[src/rtl/csr_access_unit.sv]
// Zicsr initiator: reads the CSR in EX, computes the new value, retires through a one-entry WB register.
// Optional macro CSR_RO_CHECK_EN turns write intent to the read-only CSR space into an illegal instruction.
module csr_access_unit #(
    parameter int DATA_WIDTH     = 32,
    parameter int CSR_ADDR_WIDTH = 12,
    parameter int SER_CYCLES     = 1
) (
    input  logic                      clk_i,
    input  logic                      rst_n_i,
    input  logic                      valid_i,
    output logic                      ready_o,
    input  logic [2:0]                op_i,
    input  logic [CSR_ADDR_WIDTH-1:0] csr_addr_i,
    input  logic [DATA_WIDTH-1:0]     rs1_data_i,
    input  logic [4:0]                rs1_uimm_i,
    input  logic [4:0]                rd_addr_i,
    input  logic                      flush_i,
    input  logic                      wb_stall_i,
    output logic [CSR_ADDR_WIDTH-1:0] csr_raddr_o,
    input  logic [DATA_WIDTH-1:0]     csr_rdata_i,
    output logic                      csr_we_o,
    output logic [CSR_ADDR_WIDTH-1:0] csr_waddr_o,
    output logic [DATA_WIDTH-1:0]     csr_wdata_o,
    output logic                      rd_we_o,
    output logic [4:0]                rd_addr_o,
    output logic [DATA_WIDTH-1:0]     rd_wdata_o,
    output logic                      instret_incr_o,
    output logic                      illegal_o
);

    // funct3[1:0] selects the operation; funct3[2] only selects the immediate source.
    typedef enum logic [1:0] {
        OP_ILL = 2'b00,
        OP_RW  = 2'b01,
        OP_RS  = 2'b10,
        OP_RC  = 2'b11
    } csr_op_e;

    csr_op_e               op_kind;
    logic [DATA_WIDTH-1:0] src;
    logic [DATA_WIDTH-1:0] new_val;
    logic                  write_intent;
    logic                  is_illegal;
    logic                  accept;
    logic                  wb_live;

    logic [2:0]                ser_cnt;
    logic                      wb_valid;
    logic                      wb_csr_we;
    logic                      wb_rd_we;
    logic                      wb_illegal;
    logic [CSR_ADDR_WIDTH-1:0] wb_waddr;
    logic [DATA_WIDTH-1:0]     wb_wdata;
    logic [4:0]                wb_rd_addr;
    logic [DATA_WIDTH-1:0]     wb_rd_wdata;

    assign op_kind     = csr_op_e'(op_i[1:0]);
    assign csr_raddr_o = csr_addr_i;
    assign ready_o     = !wb_stall_i && !flush_i && (ser_cnt == 3'd0);
    assign accept      = valid_i && ready_o;

    always_comb begin
        // NOTE: every combinational output gets a default first so no path can infer a latch.
        src          = op_i[2] ? {{(DATA_WIDTH-5){1'b0}}, rs1_uimm_i} : rs1_data_i;
        new_val      = src;
        write_intent = 1'b0;
        is_illegal   = 1'b0;
        case (op_kind)
            OP_RW: begin
                new_val      = src;
                write_intent = 1'b1;
            end
            OP_RS: begin
                new_val      = csr_rdata_i | src;
                write_intent = (rs1_uimm_i != 5'd0);
            end
            OP_RC: begin
                new_val      = csr_rdata_i & ~src;
                write_intent = (rs1_uimm_i != 5'd0);
            end
            OP_ILL: begin
                is_illegal = 1'b1;
            end
        endcase
`ifdef CSR_RO_CHECK_EN
        if (write_intent && (csr_addr_i[CSR_ADDR_WIDTH-1 -: 2] == 2'b11))
            is_illegal = 1'b1;
`endif
    end

    // Enables are qualified here so a stalled or flushed entry never fires twice.
    assign wb_live        = wb_valid && !wb_stall_i && !flush_i;
    assign csr_we_o       = wb_live && wb_csr_we;
    assign rd_we_o        = wb_live && wb_rd_we;
    assign instret_incr_o = wb_live && !wb_illegal;
    assign illegal_o      = wb_live && wb_illegal;
    assign csr_waddr_o    = wb_waddr;
    assign csr_wdata_o    = wb_wdata;
    assign rd_addr_o      = wb_rd_addr;
    assign rd_wdata_o     = wb_rd_wdata;

    always_ff @(posedge clk_i) begin
        if (!rst_n_i) begin
            // NOTE: data fields are reset too because they are visible on the outputs after reset.
            ser_cnt     <= 3'd0;
            wb_valid    <= 1'b0;
            wb_csr_we   <= 1'b0;
            wb_rd_we    <= 1'b0;
            wb_illegal  <= 1'b0;
            wb_waddr    <= '0;
            wb_wdata    <= '0;
            wb_rd_addr  <= 5'd0;
            wb_rd_wdata <= '0;
        end else if (flush_i) begin
            wb_valid <= 1'b0;
            ser_cnt  <= 3'd0;
        end else if (!wb_stall_i) begin
            wb_valid <= accept;
            if (accept) begin
                wb_csr_we   <= write_intent && !is_illegal;
                wb_rd_we    <= (rd_addr_i != 5'd0) && !is_illegal;
                wb_illegal  <= is_illegal;
                wb_waddr    <= csr_addr_i;
                wb_wdata    <= new_val;
                wb_rd_addr  <= rd_addr_i;
                wb_rd_wdata <= csr_rdata_i;
            end
            if (accept && write_intent && !is_illegal)
                ser_cnt <= 3'(SER_CYCLES);
            else if (ser_cnt != 3'd0)
                ser_cnt <= ser_cnt - 3'd1;
        end
    end

endmodule

[config.mk]
export PLATFORM = sky130hd
export DESIGN_NAME = csr_access_unit
export DESIGN_NICKNAME = d
export VERILOG_FILES = /design/src/rtl/csr_access_unit.sv
export SDC_FILE = /design/constraint.sdc
export NUM_CORES = 1
export LEC_CHECK = 0
export CAP_MARGIN = 20
export CORE_MARGIN = 8
export CORE_UTILIZATION = 28
export CTS_BUF_LIST = sky130_fd_sc_hd__clkbuf_8
export CTS_CLUSTER_DIAMETER = 80
export DETAILED_ROUTE_END_ITERATION = 8
export HOLD_SLACK_MARGIN = 0.08
export PLACE_DENSITY_LB_ADDON = 0.12
export SYNTH_ARGS = -nofsm -noshare
export SYNTH_HDL_FRONTEND = slang
export SYNTH_SLANG_ARGS = --single-unit
[constraint.sdc]
create_clock -name clk_i -period 3.7 [get_ports clk_i]
set_clock_uncertainty 0.1 [all_clocks]
set_input_delay 0.925 -clock clk_i [delete_from_list [all_inputs] [get_ports clk_i]]
set_output_delay 0.925 -clock clk_i [all_outputs]
set_load 0.05 [all_outputs]
-- Word level (Yosys, flattened, before mapping)
Cells that the tools add are included.
- bitwise logic cells: 6
- reduce and logical (&&, ||, !) cells: 27
- add/sub/neg operators: 1
- muxes and demuxes: 6
- equal/unequal tests: 3
- operator list (cell ; count):
    $pmux W32 S2 ; 1
    $and A32 B32 Y32 ; 1
    $mux W32 ; 1
    $not A32 Y32 ; 1
    $or A32 B32 Y32 ; 1
    $logic_and A1 B1 Y1 ; 13
    $reduce_bool A5 Y1 ; 2
    $mux W3 ; 2
    $eq A2 B2 Y1 const B ; 2
    $logic_not A1 Y1 ; 4
    $reduce_or A2 Y1 ; 2
    $logic_not A3 Y1 ; 1
    $not A1 Y1 ; 3
    $reduce_and A3 Y1 ; 1
    $reduce_bool A3 Y1 ; 1
    $sub A3 B1 Y3 const B ; 1
    $eq A2 B1 Y1 const B ; 1
    $logic_not A2 Y1 ; 1
    $pmux W1 S2 ; 1
    $reduce_and A2 Y1 ; 1
    $reduce_bool A2 Y1 ; 1
    $mux W1 ; 1
- input port bits: 94
- output and inout port bits: 98
- flip-flop bits (word level): 88

-- Logic depth before layout (Yosys ltp)
Gate-level depths: netlist of run 1.
- word-level depth: 8
- mapped depth: 9
- mapped depth without buffers: 6

-- Worst setup path after synthesis of run 1
No wires, ideal clock.
- kind: input port to output port
- start: input port wb_stall_i
- end: output port ready_o
- stages: 2
- path slack: 0.507 ns
- arrival: 2.168 ns
- path through: buf_4 -> nor3_1
- word-level cells in the longest chain between the ends: 3
- ends and longest elaborated chain (what ; line ; text):
    from (decl) ; 18 ; input logic wb_stall_i,
    $logic_not A1 Y1 ; -- ;
    $logic_and A1 B1 Y1 (2 in a row) ; 59 ; assign ready_o = !wb_stall_i && !flush_i && (ser_cnt == 3'd0);
    to (decl) ; 11 ; output logic ready_o,
No other way between the ends.

-- Final worst setup path of run 1
- start: input port csr_addr_i[11]
- end: output port csr_raddr_o[11]
- RTL lines (what ; line ; text):
    from (decl) ; 13 ; input logic [CSR_ADDR_WIDTH-1:0] csr_addr_i,
    to (decl) ; 19 ; output logic [CSR_ADDR_WIDTH-1:0] csr_raddr_o,
No word-level cell between the ends.

==> results of run 1 <==
[through the flow]
step	instance area, µm²	hold slack [ps]	instances	total power, W
after CTS	6550	360	899	0.00219
final	6550	355	899	0.00215
after global routing	6550	372	899	0.00226
after floorplan	4430	337	524	0.00132
after detailed placement	6360	348	883	0.00153
after global placement	6360	342	883	0.00152
[routing by layer]
layer,wire length [µm],track usage
met2,7140,0.247
met4,167,0.0509
met3,1240,0.0494
met1,6420,0.171
met5,0,0
[power groups by stage]
| stage | sequential [W] | clock [W] | combinational (W) |
|---|---|---|---|
| global placement | 0.00102 | 0 | 0.000507 |
| CTS | 0.000996 | 0.000687 | 0.000512 |
| finish | 0.000995 | 0.000652 | 0.000505 |
| global route | 0.00100 | 0.000719 | 0.000539 |
| floorplan | 0.00112 | 0 | 0.000193 |
| detailed placement | 0.00102 | 0 | 0.000510 |
[worst max path at each step]
stage                               from         endpoint  slack, ps  depth (start not counted)
after floorplan               wb_stall_i          ready_o        510                          2
after global placement     csr_addr_i[6]   csr_raddr_o[6]        460                          2
after detailed placement   csr_addr_i[5]   csr_raddr_o[5]        440                          2
after CTS                 csr_addr_i[11]  csr_raddr_o[11]        440                          2
after global routing          wb_stall_i   instret_incr_o        360                          5
final                     csr_addr_i[11]  csr_raddr_o[11]        440                          2
[cell type report]
| class | instances | area [µm²] |
|---|---|---|
| well taps | 216 | 270 |
| repair buffers | 200 | 2010 |
| clock inverters | 7 | 57.6 |
| inverters | 4 | 15.0 |
| fillers | 1638 | 9110 |
| clock buffers | 9 | 124 |
| multi-input cells | 375 | 2300 |
| flip-flops and latches | 88 | 1760 |
[logic make-up (layout without fill, tap and decap cells)]
| logic type | after synthesis | in the layout |
|---|---|---|
| flip-flops | 88 | 88 |
| AO/OA/AOI/OAI | 119 | 119 |
| multiplexers | 10 | 10 |
| adder cells (fa/ha/maj) | 2 | 2 |
| AND/OR/NAND/NOR | 244 | 244 |
| buffers and inverters | 61 | 220 |
[cell usage after synthesis (2+ instances only)]
cell and count:
a211o_1 27, a21boi_0 16, a21boi_1 59, a21boi_2 2, a21oi_1 4, and2_1 2
and3_1 3, and4b_1 27, buf_2 9, buf_4 25, buf_6 7, clkbuf_1 15
dfxtp_1 88, ha_1 2, inv_1 4, mux2_2 2, mux2_4 3, mux2i_1 5
nand2_1 161, nand2b_1 28, nand3_1 8, nor2_1 5, nor3_1 3, o21ai_1 2
o21ai_2 3, o22ai_1 2
[state kept, by name (all words and copies together), names as in the netlist]
register	count
rd_addr_o	5
csr_waddr_o	12
wb_illegal	1
wb_rd_we	1
ser_cnt	3
wb_csr_we	1
csr_wdata_o	32
wb_valid	1
rd_wdata_o	32
==> flow_metrics.tcl, run 1 <==
set metrics [dict create \
    die_area_um2 20100 \
    critPathBufInv 2 \
    post-route-util 0.418 \
    vdd_drop_max_v 0.000127 \
    synth_mux_area_frac 0.0265 \
    fmax_ghz 0.307 \
    rows 46 \
    synth_compound_area_frac 0.209 \
    grt_remaining_overflow 0 \
    cts_root_buf "clkbuf_8" \
    syn-num-nets 620 \
    path_delay_family "buffers and inverters" \
    rr_worst_depth 7 \
    grt_max_degree 68 \
    min_to "csr_wdata_o[9]" \
    fin_crit_ps 3260 \
    grt_setup_unrepaired "no" \
    most-common-layout-cells "183 x clkdlybuf4s50_1, 161 x nand2_1, 88 x dfxtp_1" \
    seqPwrFrac 0.462 \
    p_per_area_nw_per_um2 329 \
    drc_errors 0 \
    start_kind "primary input" \
    core_um2 15700 \
    worst_setup_path_end_kind "output pin" \
    tightest_slew_ps 600 \
    cts_buffers 9 \
    ioPinCount 192 \
    r2r-end "csr_waddr_o[1]" \
    synth_top_family_by_area "simple AND/OR/NAND/NOR gates" \
    die_w_um 142 \
    yosys.area_share.adder 0.00564 \
    place_worst_setup_slack_ps 441 \
    path_cells "clkdlybuf4s50_1, clkdlybuf4s50_1" \
    yosys_warnings 0 \
    post_drt_via_cell_ratio 4.66 \
    power_frac_clock 0.303 \
    ctsResizeCount 0 \
    grt_pass1_wl_mm 23.4 \
    worstPathRequired_ps 2670 \
    hold_buffers 0 \
    max_stage_delay_ps 810 \
    drv_slew 0 \
    synth-simple-area-share 0.274 \
    synth_cells 524 \
    worst_slack_ps 441 \
    area_growth_syn_to_layout_pct 47.6 \
    wl_per_cell_um 16.6 \
    drive_gt1_frac 0.0630 \
    h-tree-depth 3 \
    synth_top_flop_cell "dfxtp_1" \
    die_h_um 142 \
    nets 774 \
    drtIter0Drc 175 \
    clock-sinks 88 \
    min_path_cells 2 \
    syn_area_um2 4430 \
    r2r_start "ser_cnt[0]" \
    synth_edf_count 0 \
    post_synth_xor_area_fraction 0 \
    slew_headroom 0.598 \
    cts_tree "yes" \
    cp_slowest_cell "clkdlybuf4s50_1" \
    synth_top_area_share 0.397 \
    io_buffers 191 \
    synth_area_leaders "dfxtp_1 40%, nand2_1 14%, a21boi_1 10%, and4b_1 6.1%, a211o_1 5.3%" \
    dp_hpwl_mm 10.9 \
    swShare 0.303 \
    first_pass_iters 7 \
    finalCritPeriodShare 0.881 \
    vias 4187 \
    syn-mean-instance-area_um2 8.46 \
    setup_viol 0 \
    ys_seq_area_frac 0.397 \
    antenna_found_initial 0 \
    cp.arrival_ps 2230 \
    p_leak_nw 2.41 \
    p_int_w 0.00150 \
    synthArstFlopShare 0 \
    clkLatencyLatePin_ps 360 \
    routed_wl_mm 15.0 \
    postCtsSetupBuffers 0 \
    status "complete, no violations" \
    cap_violations 0 \
    grt_usage 0.147 \
    gp_congestion 0.739 \
    mostFrequentLayoutCell "clkdlybuf4s50_1" \
    diodes 0 \
    start_util 0.283 \
    p_comb_frac 0.235 \
    finalSetupTns_ps 0 \
    synth.distinct_cells 38 \
    reg2reg_slack_ps 1690 \
    finalHoldViolCount 0 \
    ys_ff_latch 88 \
    crit_type "in2out" \
    clockBufferDepth 2 \
    synth_area_leader_cell "dfxtp_1" \
    worstHoldStart "csr_wdata_o[9]" \
    path_common_cell "clkdlybuf4s50_1" \
    grt_pass1_vias 4214 \
    switchingPower_w 0.000652 \
    clk_pin_slew_ps 80 \
    hp-class "reg2reg" \
    crit_fanout 2 \
    ant_nets 0 \
]
Note: power is estimated with default switching activity, not from simulation.
==> run 2, diff against run 1 <==
--- a/config.mk
+++ b/config.mk
@@ -5,14 +5,16 @@
 export SDC_FILE = /design/constraint.sdc
 export NUM_CORES = 1
 export LEC_CHECK = 0
+export ABC_CLOCK_PERIOD_IN_PS = 3700
 export CAP_MARGIN = 20
-export CORE_MARGIN = 8
+export CORE_MARGIN = 2
 export CORE_UTILIZATION = 28
 export CTS_BUF_LIST = sky130_fd_sc_hd__clkbuf_8
 export CTS_CLUSTER_DIAMETER = 80
 export DETAILED_ROUTE_END_ITERATION = 8
 export HOLD_SLACK_MARGIN = 0.08
 export PLACE_DENSITY_LB_ADDON = 0.12
+export SLEW_MARGIN = 20
 export SYNTH_ARGS = -nofsm -noshare
 export SYNTH_HDL_FRONTEND = slang
 export SYNTH_SLANG_ARGS = --single-unit
==> run 2 against run 1 <==
Effect of this change: global-route usage increased by 1.5 points; wire length down 9.8%; count of clock-buffer cells in the layout rose by 3; hold slack got worse by 0.57 ps; power up 5.7%; cell area increased by 0.86%; utilization grew 0.36 points; flip-flop and latch count stayed put; critical path type unchanged; largest cell class unchanged.
==> flow_metrics.tcl, run 2 (synthesis gave the netlist of run 1 again) <==
set metrics [dict create \
    worst_setup_path_end_kind "output pin" \
    path_common_cell "clkdlybuf4s50_1" \
    die_area_um2 16900 \
    totalPowerFinal_w 0.00227 \
    use_met1 0.195 \
    p_leak_nw 2.43 \
    crit_type "in2out" \
    grt_remaining_overflow 0 \
    vdd_drop_max_v 0.000177 \
    cp.depth 2 \
    min_path_cells 2 \
    dp_hpwl_mm 9.46 \
    place_worst_setup_slack_ps 455 \
    finalHoldViolCount 0 \
    start_util 0.283 \
    ant_nets 0 \
    critPathBufInv 2 \
    grt_setup_unrepaired "no" \
    hp-class "reg2reg" \
    placed_area_um2 6370 \
    cp_slowest_cell "clkdlybuf4s50_1" \
    tightest_slew_ps 738 \
    clock-sinks 88 \
    p_per_area_nw_per_um2 345 \
    min_to "rd_wdata_o[11]" \
    post-route-util 0.422 \
    drive_gt1_frac 0.0645 \
    grt.busiest_layer "met2" \
    final.fill_count 1613 \
    core_um2 15700 \
    drc_errors 0 \
    routed_wl_mm 13.5 \
    gp_congestion 0.742 \
    r2r-end "csr_waddr_o[1]" \
    h-tree-depth 3 \
    wl_per_cell_um 15.0 \
    rows 46 \
    cts_root_buf "clkbuf_8" \
    clockBufferDepth 2 \
    rr_worst_depth 7 \
    grt_max_degree 65 \
    crit_fanout 2 \
    mostFrequentLayoutCell "clkdlybuf4s50_1" \
    cp.arrival_ps 2220 \
    drv_slew 0 \
    finalCritPeriodShare 0.877 \
    grt_pass1_wl_mm 21.3 \
    met2_usage 0.271 \
    drtIter0Drc 154 \
    fin_crit_ps 3240 \
    max_stage_delay_ps 810 \
    die_w_um 130 \
    ioPinCount 192 \
    die_h_um 130 \
    postCtsSetupBuffers 0 \
    setup_viol 0 \
    clk_pin_slew_ps 90 \
    area_growth_syn_to_layout_pct 48.9 \
    first_pass_iters 4 \
    path_delay_family "buffers and inverters" \
    ctsResizeCount 0 \
    worst_slack_ps 455 \
    grt_usage 0.162 \
    finalSetupTns_ps 0 \
    most-common-layout-cells "183 x clkdlybuf4s50_1, 161 x nand2_1, 88 x dfxtp_1" \
    diodes 0 \
    worstHoldStart "rd_wdata_o[11]" \
    hold_buffers 0 \
    stdcell_area_um2 6600 \
    r2r_start "ser_cnt[0]" \
    status "complete, no violations" \
    cts_tree "yes" \
    io_buffers 191 \
    grt_pass1_vias 4119 \
    start_kind "primary input" \
    globalRouteMet3Util 0.0414 \
    cts_buffers 9 \
    reg2reg_slack_ps 1640 \
    slew_headroom 0.508 \
    antenna_found_initial 0 \
    cap_violations 0 \
    vias 4143 \
    nets 773 \
    path_cells "clkdlybuf4s50_1, clkdlybuf4s50_1" \
    post_drt_via_cell_ratio 4.61 \
    clkLatencyLatePin_ps 370 \
    worstPathRequired_ps 2670 \
    fmax_ghz 0.308 \
]
run 2: cell types whose count changed in the layout (fill, tap and decap cells not counted):
cell / delta
clkbuf_8: +3
buf_4: -2
inv_1: -2
buf_12: +1
bufinv_16: +1
clkinv_2: -1
clkinvlp_4: -1
run 2: worst max-delay path by stage:
stage,start,endpoint,slack (ps)
CTS,csr_addr_i[4],csr_raddr_o[4],450
global placement,csr_addr_i[11],csr_raddr_o[11],470
detailed placement,csr_addr_i[4],csr_raddr_o[4],450
global route,wb_stall_i,instret_incr_o,340
floorplan,wb_stall_i,ready_o,510
finish,csr_addr_i[4],csr_raddr_o[4],460
run 2: routing by layer:
layer / share of wire / vias to the layer above
met5: 0 / -
met4: 0.023 / 0
met3: 0.065 / 17
met2: 0.48 / 116
met1: 0.43 / 1934
li1: - / 2076
run 2: area by class of cell:
type                            count  area, µm²  share of cell area
Inverter                            4       15.0             0.00227
Timing Repair Buffer              199       2020               0.306
Tap cell                          216        270              0.0409
Sequential cell                    88       1760               0.267
Multi-Input combinational cell    375       2300               0.349
Clock inverter                      4       67.6              0.0102
Clock buffer                       12        165              0.0250
run 2: where the power goes:
part | leakage (nW) | switching (W) | internal, W | total [W]
clock network | 0.125 | 0.000346 | 0.000432 | 0.000778
registers | 0.714 | 0.0000164 | 0.000979 | 0.000995
logic | 1.59 | 0.000282 | 0.000220 | 0.000502
run 2: stage by stage:
stage          instances  hold WS (ps)
5_1_grt              898           379
4_1_cts              898           358
3_5_place_dp         882           345
6_report             898           354
3_3_place_gp         882           340
2_1_floorplan        524           337
==> run 3, diff against run 2 <==
--- a/config.mk
+++ b/config.mk
@@ -5,10 +5,12 @@
 export SDC_FILE = /design/constraint.sdc
 export NUM_CORES = 1
 export LEC_CHECK = 0
-export ABC_CLOCK_PERIOD_IN_PS = 3700
+export ABC_CLOCK_PERIOD_IN_PS = 2940
 export CAP_MARGIN = 20
+export CELL_PAD_IN_SITES_DETAIL_PLACEMENT = 2
+export CELL_PAD_IN_SITES_GLOBAL_PLACEMENT = 2
 export CORE_MARGIN = 2
-export CORE_UTILIZATION = 28
+export CORE_UTILIZATION = 22
 export CTS_BUF_LIST = sky130_fd_sc_hd__clkbuf_8
 export CTS_CLUSTER_DIAMETER = 80
 export DETAILED_ROUTE_END_ITERATION = 8
==> constraint.sdc (replaced) <==
create_clock -name clk_i -period 2.94 [get_ports clk_i]
set_clock_uncertainty 0.1 [all_clocks]
set_input_delay 0.735 -clock clk_i [delete_from_list [all_inputs] [get_ports clk_i]]
set_output_delay 0.735 -clock clk_i [all_outputs]
set_load 0.05 [all_outputs]
==> run 3 against run 2 <==
Effect of this change: cell area is 3.1% higher; combinational power is 35% higher; power is 25% higher; die area grew 26%; first-iteration DRC count is 29% lower; critical path depth grew 3; via count is 6.2% higher; flip-flop and latch count stayed put; highest routed layer unchanged.
==> flow_metrics.tcl, run 3 (synthesis gave the netlist of run 1 again) <==
set metrics [dict create \
    dpl.cell_count 935 \
    grt_max_degree 48 \
    grt_pass1_wl_mm 27.0 \
    ant_nets 0 \
    cts_buffers 9 \
    post-route-util 0.348 \
    grt_pass1_vias 4917 \
    worstPathRequired_ps 2110 \
    diodes 0 \
    finalCritPeriodShare 0.933 \
    cp.arrival_ps 1910 \
    worstHoldStart "rd_wdata_o[31]" \
    drc_errors 0 \
    met2_usage 0.291 \
    grt.busiest_layer "met2" \
    min_to "rd_wdata_o[31]" \
    r2r_start "ser_cnt[0]" \
    grt_setup_unrepaired "no" \
    rows 51 \
    io_buffers 191 \
    fin_cells 951 \
    status "complete, no violations" \
    first_pass_iters 4 \
    clock-sinks 88 \
    worst_setup_path_end_kind "output pin" \
    die_h_um 146 \
    most-common-layout-cells "171 x clkdlybuf4s50_1, 161 x nand2_1, 88 x dfxtp_1" \
    rr_worst_depth 7 \
    drv_slew 0 \
    worst_slack_ps 196 \
    place_worst_setup_slack_ps 171 \
    dp_hpwl_mm 12.6 \
    drive_gt1_frac 0.0875 \
    antenna_found_initial 0 \
    cap_violations 0 \
    p_leak_nw 2.51 \
    fin_crit_ps 2740 \
    hp-class "reg2reg" \
    placed_area_um2 6610 \
    vdd_drop_max_v 0.000223 \
    slew_headroom 0.576 \
    wl_per_cell_um 18.0 \
    vias 4398 \
    grt_remaining_overflow 0 \
    use_met1 0.181 \
    cts_root_buf "clkbuf_8" \
    drtIter0Drc 110 \
    r2r-end "wb_rd_we" \
    routed_wl_mm 17.1 \
    nets 777 \
    die_w_um 146 \
    post_drt_via_cell_ratio 4.62 \
    p_per_area_nw_per_um2 416 \
    h-tree-depth 3 \
    mostFrequentLayoutCell "clkdlybuf4s50_1" \
    core_um2 19600 \
    die_area_um2 21300 \
    stdcell_area_um2 6810 \
    crit_type "in2out" \
    start_util 0.226 \
    start_kind "primary input" \
    clkLatencyLatePin_ps 370 \
    cts_tree "yes" \
    tightest_slew_ps 637 \
    min_path_cells 2 \
    crit_fanout 6 \
    globalRouteMet3Util 0.0448 \
    clk_pin_slew_ps 80 \
    grt_usage 0.159 \
    setup_viol 0 \
    clockBufferDepth 2 \
    area_growth_syn_to_layout_pct 53.5 \
    finalSetupTns_ps 0 \
    reg2reg_slack_ps 930 \
    finalHoldViolCount 0 \
    gp_congestion 0.741 \
    ioPinCount 192 \
    fmax_ghz 0.364 \
]
run 3: cell count changes in the layout (fill, tap and decap cells not counted):
| cell | previous run | this run |
|---|---|---|
| clkbuf_8 | 12 | 11 |
| clkdlybuf4s50_1 | 183 | 171 |
| ha_2 | 0 | 1 |
| buf_4 | 7 | 9 |
| bufinv_16 | 2 | 1 |
| ha_1 | 2 | 1 |
| clkinvlp_4 | 0 | 1 |
| buf_12 | 6 | 20 |
| inv_1 | 6 | 7 |
run 3: stage by stage:
| stage | total power (W) | hold WS (ps) |
|---|---|---|
| after floorplan | 0.00166 | 337 |
| after global placement | 0.00196 | 341 |
| after detailed placement | 0.00197 | 351 |
| after CTS | 0.00290 | 363 |
| after global routing | 0.00298 | 388 |
| final | 0.00283 | 360 |
run 3: area by class of cell:
| type | count | area (µm²) |
|---|---|---|
| clock buffers | 11 | 151 |
| repair buffers | 203 | 2190 |
| flip-flops and latches | 88 | 1760 |
| clock inverters | 5 | 48.8 |
| fillers | 2222 | 12800 |
| well taps | 265 | 332 |
| inverters | 4 | 15.0 |
| multi-input cells | 375 | 2300 |
run 3: critical path, stage by stage:
cell,delay [ps]
clkdlybuf4s50_1,500
nor2_1,220
nand2_1,80
nor2_1,200
buf_12,170
run 3: repair_timing:
action                                  in CTS  in global routing
hold buffers                                 0                  0
gates resized for setup                      0                  1
buffers inserted                             0                  0
endpoints found under the setup margin       0                  1
run 3: how the worst max path moves through the flow:
stage / startpoint / to / slack (ps) / depth (start not counted)
2_1_floorplan: wb_stall_i / ready_o / 130 / 2
3_3_place_gp: flush_i / instret_incr_o / 260 / 5
3_5_place_dp: flush_i / instret_incr_o / 170 / 5
4_1_cts: ser_cnt[0] / ready_o / 120 / 6
5_1_grt: flush_i / instret_incr_o / 90 / 5
6_report: flush_i / instret_incr_o / 200 / 5
run 3: routing by layer:
layer	vias to the layer above	wire length, µm
met4	0	263
li1	2079	-
met1	2192	7150
met3	16	1000
met5	-	0
met2	111	8710
run 3: power breakdown:
group / internal, W / switching [W]
Combinational: 0.000302 / 0.000376
Sequential: 0.00123 / 0.0000220
Clock: 0.000432 / 0.000468
